File: config.mk
export PLATFORM = sky130hd
export DESIGN_NAME = dmem_arbiter_flat
export DESIGN_NICKNAME = d
export VERILOG_FILES = /design/src/rtl/dmem_arbiter_if.sv /design/src/rtl/dmem_arbiter.sv /design/src/flat_wrapper.sv
export SDC_FILE = /design/constraint.sdc
export NUM_CORES = 1
export LEC_CHECK = 0
export ABC_AREA = 1
export CORE_ASPECT_RATIO = 2
export CORE_MARGIN = 8
export CORE_UTILIZATION = 45
export CTS_BUF_LIST = sky130_fd_sc_hd__clkbuf_8
export CTS_CLUSTER_DIAMETER = 50
export DETAILED_ROUTE_END_ITERATION = 16
export GPL_TIMING_DRIVEN = 0
export MAX_ROUTING_LAYER = met4
export PLACE_DENSITY_LB_ADDON = 0.2
export SETUP_SLACK_MARGIN = 0.15
export SYNTH_ARGS = -nofsm -noshare
export SYNTH_HDL_FRONTEND = slang
export SYNTH_SLANG_ARGS = --single-unit
export TNS_END_PERCENT = 100
File: constraint.sdc
create_clock -name clk -period 6.11 [get_ports clk]
set_input_delay 0.9165 -clock clk [delete_from_list [all_inputs] [get_ports clk]]
set_output_delay 0.9165 -clock clk [all_outputs]
set_load 0.03 [all_outputs]
File: src/rtl/dmem_arbiter_if.sv
`default_nettype none
// +----------------------------------------------------------------------------+
// | Module  : dmem_arbiter_if                                                  |
// | Brief   : Requester-port and data-memory bus bundle for dmem_arbiter.      |
// | Revision: 1.0 - initial release                                            |
// +----------------------------------------------------------------------------+
interface dmem_arbiter_if #(
  parameter int ADDR_W = 32,
  parameter int DATA_W = 32
);
  logic              req0;
  logic              req1;
  logic              we0;
  logic              we1;
  logic [ADDR_W-1:0] addr0;
  logic [ADDR_W-1:0] addr1;
  logic [DATA_W-1:0] wdata0;
  logic [DATA_W-1:0] wdata1;
  logic              gnt0;
  logic              gnt1;
  logic              rvalid0;
  logic              rvalid1;
  logic [DATA_W-1:0] rdata;
  logic              busy;
  logic              mem_writeEn;
  logic              mem_readEn;
  logic [ADDR_W-1:0] mem_address;
  logic [DATA_W-1:0] mem_WriteData;
  logic [DATA_W-1:0] mem_ReadData;

  // Arbiter side: sees requests and memory read data, drives everything else.
  modport slave (
    input  req0, req1, we0, we1, addr0, addr1, wdata0, wdata1, mem_ReadData,
    output gnt0, gnt1, rvalid0, rvalid1, rdata, busy,
           mem_writeEn, mem_readEn, mem_address, mem_WriteData
  );

  // Requesters plus memory side.
  modport master (
    output req0, req1, we0, we1, addr0, addr1, wdata0, wdata1, mem_ReadData,
    input  gnt0, gnt1, rvalid0, rvalid1, rdata, busy,
           mem_writeEn, mem_readEn, mem_address, mem_WriteData
  );
endinterface
`default_nettype wire

File: src/rtl/dmem_arbiter.sv
`default_nettype none
// +----------------------------------------------------------------------------+
// | Module  : dmem_arbiter                                                     |
// | Brief   : Two-port fixed-priority data-memory arbiter with ACCESS/RESP     |
// |           pipeline and port-1 starvation guard.                            |
// | Revision: 1.0 - initial release                                            |
// +----------------------------------------------------------------------------+
module dmem_arbiter #(
  parameter int ADDR_W       = 32,
  parameter int DATA_W       = 32,
  parameter int STARVE_LIMIT = 4
) (
  input  wire logic     clk,
  input  wire logic     rst,
  dmem_arbiter_if.slave bus
);

  localparam logic [3:0] c_starve_limit = 4'(STARVE_LIMIT);

  logic [3:0]        r_starve_cnt;
  logic              w_force1;
  logic              w_gnt0;
  logic              w_gnt1;
  logic              w_accept;

  logic              r_acc_v;
  logic              r_acc_we;
  logic              r_acc_owner;
  logic [ADDR_W-1:0] r_addr;
  logic [DATA_W-1:0] r_wdata;

  logic              r_resp_v;
  logic              r_resp_owner;
  logic [DATA_W-1:0] r_rdata;

  // Grants are purely request-driven; the pipeline never stalls acceptance.
  always_comb begin
    w_force1 = (r_starve_cnt == c_starve_limit);
    w_gnt1   = ~rst & bus.req1 & (~bus.req0 | w_force1);
    w_gnt0   = ~rst & bus.req0 & ~w_gnt1;
    w_accept = w_gnt0 | w_gnt1;
  end

  always_ff @(posedge clk or posedge rst) begin
    if (rst) begin
      r_starve_cnt <= 4'd0;
    end else if (bus.req1 & ~w_gnt1) begin
      if (r_starve_cnt != c_starve_limit) begin
        r_starve_cnt <= r_starve_cnt + 4'd1;
      end
    end else begin
      r_starve_cnt <= 4'd0;
    end
  end

  // ACCESS stage: address/data hold their last value when no new accept.
  always_ff @(posedge clk or posedge rst) begin
    if (rst) begin
      r_acc_v     <= 1'b0;
      r_acc_we    <= 1'b0;
      r_acc_owner <= 1'b0;
      r_addr      <= '0;
      r_wdata     <= '0;
    end else begin
      r_acc_v <= w_accept;
      if (w_accept) begin
        r_acc_owner <= w_gnt1;
        r_acc_we    <= w_gnt1 ? bus.we1    : bus.we0;
        r_addr      <= w_gnt1 ? bus.addr1  : bus.addr0;
        r_wdata     <= w_gnt1 ? bus.wdata1 : bus.wdata0;
      end
    end
  end

  // RESP stage: only reads produce a response; rdata holds between reads.
  always_ff @(posedge clk or posedge rst) begin
    if (rst) begin
      r_resp_v     <= 1'b0;
      r_resp_owner <= 1'b0;
      r_rdata      <= '0;
    end else begin
      r_resp_v     <= r_acc_v & ~r_acc_we;
      r_resp_owner <= r_acc_owner;
      if (r_acc_v & ~r_acc_we) begin
        r_rdata <= bus.mem_ReadData;
      end
    end
  end

  assign bus.gnt0          = w_gnt0;
  assign bus.gnt1          = w_gnt1;
  assign bus.rvalid0       = r_resp_v & ~r_resp_owner;
  assign bus.rvalid1       = r_resp_v &  r_resp_owner;
  assign bus.rdata         = r_rdata;
  assign bus.busy          = r_acc_v | r_resp_v;
  assign bus.mem_writeEn   = r_acc_v &  r_acc_we;
  assign bus.mem_readEn    = r_acc_v & ~r_acc_we;
  assign bus.mem_address   = r_addr;
  assign bus.mem_WriteData = r_wdata;

endmodule
`default_nettype wire

File: src/flat_wrapper.sv
// flat-port wrapper written by rule: the top's interface ports become plain ports
module dmem_arbiter_flat 
#(
  parameter int ADDR_W       = 32,
  parameter int DATA_W       = 32,
  parameter int STARVE_LIMIT = 4
)
  (clk, rst, bus_req0, bus_req1, bus_we0, bus_we1, bus_addr0, bus_addr1, bus_wdata0, bus_wdata1, bus_mem_ReadData, bus_gnt0, bus_gnt1, bus_rvalid0, bus_rvalid1, bus_rdata, bus_busy, bus_mem_writeEn, bus_mem_readEn, bus_mem_address, bus_mem_WriteData);
  dmem_arbiter_if #(.ADDR_W(ADDR_W), .DATA_W(DATA_W)) bus_i ();
  input  wire logic clk;
  input  wire logic rst;
  input wire logic [$bits(bus_i.req0)-1:0] bus_req0;
  input wire logic [$bits(bus_i.req1)-1:0] bus_req1;
  input wire logic [$bits(bus_i.we0)-1:0] bus_we0;
  input wire logic [$bits(bus_i.we1)-1:0] bus_we1;
  input wire logic [$bits(bus_i.addr0)-1:0] bus_addr0;
  input wire logic [$bits(bus_i.addr1)-1:0] bus_addr1;
  input wire logic [$bits(bus_i.wdata0)-1:0] bus_wdata0;
  input wire logic [$bits(bus_i.wdata1)-1:0] bus_wdata1;
  input wire logic [$bits(bus_i.mem_ReadData)-1:0] bus_mem_ReadData;
  output wire logic [$bits(bus_i.gnt0)-1:0] bus_gnt0;
  output wire logic [$bits(bus_i.gnt1)-1:0] bus_gnt1;
  output wire logic [$bits(bus_i.rvalid0)-1:0] bus_rvalid0;
  output wire logic [$bits(bus_i.rvalid1)-1:0] bus_rvalid1;
  output wire logic [$bits(bus_i.rdata)-1:0] bus_rdata;
  output wire logic [$bits(bus_i.busy)-1:0] bus_busy;
  output wire logic [$bits(bus_i.mem_writeEn)-1:0] bus_mem_writeEn;
  output wire logic [$bits(bus_i.mem_readEn)-1:0] bus_mem_readEn;
  output wire logic [$bits(bus_i.mem_address)-1:0] bus_mem_address;
  output wire logic [$bits(bus_i.mem_WriteData)-1:0] bus_mem_WriteData;
  assign bus_i.req0 = bus_req0;
  assign bus_i.req1 = bus_req1;
  assign bus_i.we0 = bus_we0;
  assign bus_i.we1 = bus_we1;
  assign bus_i.addr0 = bus_addr0;
  assign bus_i.addr1 = bus_addr1;
  assign bus_i.wdata0 = bus_wdata0;
  assign bus_i.wdata1 = bus_wdata1;
  assign bus_i.mem_ReadData = bus_mem_ReadData;
  assign bus_gnt0 = bus_i.gnt0;
  assign bus_gnt1 = bus_i.gnt1;
  assign bus_rvalid0 = bus_i.rvalid0;
  assign bus_rvalid1 = bus_i.rvalid1;
  assign bus_rdata = bus_i.rdata;
  assign bus_busy = bus_i.busy;
  assign bus_mem_writeEn = bus_i.mem_writeEn;
  assign bus_mem_readEn = bus_i.mem_readEn;
  assign bus_mem_address = bus_i.mem_address;
  assign bus_mem_WriteData = bus_i.mem_WriteData;
  dmem_arbiter #(.ADDR_W(ADDR_W), .DATA_W(DATA_W), .STARVE_LIMIT(STARVE_LIMIT)) u_core (.clk(clk), .rst(rst), .bus(bus_i));
endmodule
==> impl_metrics.csv, run 1 <==
group,metric,value,unit
status,run_status,"complete, no violations",
route,route.detailed.drc,0,
clock_tree,tritoncts,"yes",
power_and_ir_drop,power.total,2161,uW
hold_path,hold_path.class,"reg -> reg",
route,drt_pass1_iterations,4,
timing,fin_crit,4.141,ns
synth,synth_area,0.005285,mm^2
hold_path,min_path_cells,0,
global_routing,antenna_found_initial,0,
critical_path,worstSetupStartpointType,"input port",
timing,tightest_slew,0.5139,ns
placement,port_buffers,268,
finish,antenna_cells,0,
timing,rsz0062_at_grt,"false",
route,ant_nets,0,
floorplanning,initial_core_util,45.71,%
power_and_ir_drop,max-vdd-ir-drop,0.1505,mV
placement,globalplace.congestion,0.8559,
hold_path,hold_end,"u_core.r_resp_owner$_DFF_PP0_",
floorplanning,die_h,169.3,um
clock_tree,post_cts_buffers,0,
route,wire_per_inst,14.90,um
timing,maxSlewHeadroom,65.74,%
timing,layout_setup_ws,1.969,ns
critical_path,worstSetupPathType,"in -> out",
timing,setup_violations,0,
synth,ys_types,19,
timing,timing.final.crit_share,67.77,%
finish,mostFrequentLayoutCell,"nand2_1",
synth,syn_area_per_cell,7.161,um^2
global_routing,grt_pass1_wl,27.72,mm
critical_path,cp.required,5.19,ns
global_routing,grt_pass1_vias,5459,
power_and_ir_drop,leakage,0.004495,uW
floorplanning,dieArea,0.01568,mm^2
timing,clock.fmax,241.5,MHz
critical_path,crit_fanout,39,
clock_tree,cts-root-buf,"clkbuf_8",
synth,netlist_instances,738,
route,routed_wl,17.39,mm
clock_tree,ctsResizeCount,0,
finish,final_cells,1167,
critical_path,arrival,3.22,ns
critical_path,crit_path_end_kind,"primary output",
timing,slew_viol_final,0,
critical_path,worst_r2r_endpoint,"u_core.bus.mem_address[27]$_DFFE_PP0P_",
global_routing,grt.overflow.total,0,
placement,dp.cells,1152,
global_routing,grt_max_degree,70,
synth,ys_seq_area_share,49.72,%
route,drt_iter0_drc,250,
critical_path,r2r_setup_slack,4.25,ns
synth,ys_warn_count,0,
route,via_per_inst,4.656,
hold_path,min_from,"u_core.r_acc_owner$_DFFE_PP0P_",
synth,synth_fp_nets,906,
route,route.vias.total,5434,
floorplanning,ioPinCount,269,
critical_path,reg2reg_depth,9,
clock_tree,path_clk_slew,0.09,ns
finish,nets,1186,
floorplanning,die_width,92.63,um
placement,detailed_place_hpwl,13.75,mm
job,maxCapViolations,0,
floorplanning,design.core.area,0.01156,mm^2
global_routing,grt_use_total,22.71,%
power_and_ir_drop,powerDensity,258.3,mW/mm^2
critical_path,r2r-start,"u_core.r_starve_cnt[0]$_DFFE_PP0P_",
clock_tree,htree_levels,3,
finish,syn_to_final_growth,58.24,%
clock_tree,cts_max_path_buffers,2,
clock_tree,cts.sinks,105,
timing,finalHoldViolCount,0,
power_and_ir_drop,clockPowerShare,19.6,%
clock_tree,cts_buffers,9,
timing,skew,0.01572,ns
placement,place_ws,1.937,ns
power_and_ir_drop,pwr-share-comb,39.9,%
synth,ys_ff_latch,105,
power_and_ir_drop,seqPwrFrac,40.5,%
power_and_ir_drop,sw_frac_of_total,36.65,%
power_and_ir_drop,p_int,1369,uW
finish,drive_gt1_share,4.795,%
finish,mostFrequentLayoutCells,"nand2_1, clkdlybuf4s50_1, inv_1",
floorplanning,rows,56,
timing,hold_slack,0.3854,ns
clock_tree,clk_latency,0.37,ns
timing,setup_tns,0,ns
power_and_ir_drop,power_switching,791.8,uW
clock_tree,postCtsHoldBufs,0,
[worst max-delay path: stages]
cell and delay [ns]:
clkdlybuf4s50_1 0.44, inv_4 0.40, nand2_1 0.16, inv_2 0.10, nand2_2 0.12, buf_6 0.18
buf_6 0.14, inv_1 0.07, clkdlybuf4s50_1 0.67
[per-stage QoR]
stage / instance area, um^2 / util, %
final: 8363 / 72.34
after floorplan: 5285 / -
after global placement: 8149 / 70.49
after global routing: 8363 / 72.34
after CTS: 8363 / 72.34
after detailed placement: 8179 / 70.75
[cell usage after synthesis, drive strengths merged]
master	n	area, um^2
xor2	1	8.760
nand4	2	12.51
clkbuf	11	41.29
nand2	304	1146
ha	2	25.02
o21ai	1	5.000
nand3	131	660.6
nor2	5	18.77
dfrtp	105	2628
inv	142	533.0
xnor2	1	8.760
a21oi	3	15.01
buf	30	182.7
[worst max-delay path by stage]
stage | startpoint | to | slack (ns) | cells past startpoint
floorplan | rst | bus_gnt0 | 1.97 | 8
CTS | rst | bus_gnt1 | 1.93 | 9
finish | rst | bus_gnt1 | 1.97 | 9
global route | rst | bus_gnt1 | 1.74 | 9
detailed placement | rst | bus_gnt1 | 1.94 | 9
global placement | rst | bus_gnt1 | 0.54 | 9
[power by group through the flow]
stage / combinational [uW] / clock (uW) / sequential [uW]
finish: 863 / 424 / 874
global route: 927 / 457 / 889
CTS: 873 / 434 / 873
detailed placement: 870 / 0 / 887
global placement: 855 / 0 / 880
floorplan: 219 / 0 / 1110
[registers in the layout, indices dropped and copies added, names as in the netlist]
signal and cells:
u_core.r_resp_v 1, u_core.bus.mem_WriteData 32, u_core.r_resp_owner 1, u_core.bus.rdata 32, u_core.r_acc_owner 1, u_core.r_acc_we 1
u_core.r_starve_cnt 4, u_core.bus.mem_address 32, u_core.r_acc_v 1
[routing by layer]
| metal | share of wire (%) | track usage, % | up-vias |
|---|---|---|---|
| li1 | - | - | 2746 |
| met1 | 42 | 27.01 | 2470 |
| met2 | 48 | 36.30 | 197 |
| met3 | 8.0 | 6.336 | 21 |
| met4 | 1.9 | 7.203 | 0 |
| met5 | 0 | - | - |
[logic make-up (layout without fill, tap and decap cells)]
logic type,after synthesis,after routing,synth area share [%]
AO/OA/AOI/OAI,4,4,0.3786
adder cells (fa/ha/maj),2,2,0.4734
buffers and inverters,183,467,14.32
AND/OR/NAND/NOR,442,442,34.78
flip-flops,105,105,49.72
XOR/XNOR,2,2,0.3315
[area by class of cell]
class	instances	area, um^2
sequential	105	2628
clock inverter	6	60.06
clock buffer	9	123.9
multi-input combinational	450	1901
buffer	41	224.0
timing repair buffer	269	2710
tap	145	181.4
fill	939	3198
inverter	142	535.5
Power figures use the tool's default switching activity.
==> run 2: changes to the inputs <==
CORE_UTILIZATION = 37   (was 45)
clock period = 3.76 ns   (was 6.11 ns; I/O delays follow)
==> impl_metrics.csv, run 2 (synthesis gave the netlist of run 1 again) <==
group,metric,value,unit
status,run_status,"complete, no violations",
floorplanning,die_width,100.5,um
global_routing,grt_max_degree,57,
clock_tree,cts_buffers,9,
route,ant_nets,0,
timing,finalHoldViolCount,0,
global_routing,use_met2,30.86,%
placement,globalplace.congestion,0.7974,
global_routing,use_met1,22.14,%
timing,rsz0062_at_grt,"false",
clock_tree,cts-root-buf,"clkbuf_8",
clock_tree,tritoncts,"yes",
power_and_ir_drop,max-vdd-ir-drop,0.2139,mV
global_routing,grt_pass1_vias,5381,
timing,setup_violations,0,
timing,timing.final.crit_share,91.81,%
timing,tightest_slew,0.5133,ns
clock_tree,clk_latency,0.36,ns
finish,antenna_cells,0,
critical_path,worstSetupPathType,"in -> out",
global_routing,grt_pass1_wl,27.36,mm
critical_path,crit_fanout,52,
timing,fin_crit,3.452,ns
placement,dpl-instance-area,0.008238,mm^2
critical_path,worstSetupStartpointType,"input port",
timing,clock.fmax,289.7,MHz
finish,mostFrequentLayoutCells,"nand2_1, clkdlybuf4s50_1, inv_1",
finish,syn_to_final_growth,59.94,%
global_routing,use_met3,6.739,%
critical_path,cp.required,3.20,ns
route,routed_wl,17.50,mm
timing,maxSlewHeadroom,65.78,%
global_routing,grt-busiest-layer,"met2",
finish,multi_input_area,0.001901,mm^2
finish,drive_gt1_share,4.985,%
placement,dp.cells,1199,
global_routing,antenna_found_initial,0,
route,via_per_inst,4.458,
route,drt_iter0_drc,166,
route,route.vias.total,5417,
route,drt_pass1_iterations,6,
finish,final_cells,1215,
clock_tree,cts_max_path_buffers,2,
hold_path,hold_path.class,"reg -> reg",
power_and_ir_drop,power.total,3554,uW
global_routing,grt.overflow.total,0,
critical_path,crit_path_end_kind,"primary output",
placement,port_buffers,268,
floorplanning,rows,62,
route,wire_per_inst,14.41,um
finish,mostFrequentLayoutCell,"nand2_1",
global_routing,grt_use_total,19.16,%
timing,skew,0.01704,ns
clock_tree,postCtsHoldBufs,0,
placement,place_ws,0.04780,ns
clock_tree,htree_levels,3,
floorplanning,design.core.area,0.01420,mm^2
placement,detailed_place_hpwl,13.96,mm
finish,seq_area,0.002628,mm^2
timing,layout_setup_ws,0.3078,ns
floorplanning,ioPinCount,269,
finish,final_util,59.55,%
finish,design_area,0.008453,mm^2
power_and_ir_drop,powerDensity,420.4,mW/mm^2
floorplanning,die_h,185.0,um
floorplanning,initial_core_util,37.23,%
clock_tree,cts.sinks,105,
clock_tree,path_clk_slew,0.09,ns
finish,num-fill-cells,1315,
job,maxCapViolations,0,
timing,slew_viol_final,0,
route,route.detailed.drc,0,
finish,nets,1186,
floorplanning,dieArea,0.01860,mm^2
power_and_ir_drop,leakage,0.004504,uW
critical_path,arrival,2.89,ns
## run 2: cell types whose count changed in the layout (fill, tap and decap cells not counted), sizes merged
cell / delta
clkbuf: +1
## run 2: routing by layer
layer / vias up / share of wire (%)
li1: 2748 / -
met1: 2447 / 41
met2: 209 / 48
met3: 13 / 9.6
met4: 0 / 1.4
met5: - / 0
## run 2: where the power goes
| group | switching, uW | internal, uW | total [uW] |
|---|---|---|---|
| logic | 788 | 605 | 1390 |
| registers | 103 | 1320 | 1420 |
| clock network | 408 | 334 | 741 |
| total | 1300 | 2260 | 3550 |
## run 2: critical path, stage by stage
cell and delay, ns:
clkdlybuf4s50_1 0.50, inv_8 0.32, nand2_1 0.14, inv_2 0.10
nand2_2 0.12, buf_6 0.18, buf_6 0.14, inv_1 0.08
clkdlybuf4s50_1 0.68
## run 2: metrics by stage
step | hold slack, ns | TNS (ns)
floorplan | 0.3540 | 0
global placement | 0.3641 | -21.56
detailed placement | 0.3667 | 0
CTS | 0.3919 | 0
global route | 0.4074 | 0
finish | 0.3873 | 0
## run 2: final timing paths
path                                                          from                                 endpoint  slack [ns]  cells after the start
max in group asynchronous                                      rst    u_core.bus.mem_address[9]$_DFFE_PP0P_        2.55                      3
min in group asynchronous                                      rst   u_core.bus.mem_address[24]$_DFFE_PP0P_        0.59                      2
worst min register to register      u_core.r_acc_owner$_DFFE_PP0P_            u_core.r_resp_owner$_DFF_PP0_        0.39                      0
worst min-delay path                u_core.r_acc_owner$_DFFE_PP0P_            u_core.r_resp_owner$_DFF_PP0_        0.39                      0
worst max register to register  u_core.r_starve_cnt[0]$_DFFE_PP0P_  u_core.bus.mem_WriteData[3]$_DFFE_PP0P_        1.93                      9
worst max-delay path                                           rst                                 bus_gnt1        0.31                      9
## run 2: final cells by class
class	count	share of cell area, %
buffer	41	2.649
multi-input combinational	450	22.48
sequential	105	31.08
clock inverter	6	0.8585
timing repair buffer	269	32.06
clock buffer	10	1.628
tap	192	2.842
inverter	142	6.394
## run 2: repair_timing
item	CTS	global route
gates resized for setup	1	2
buffers inserted	0	0
setup endpoints to repair	2	2
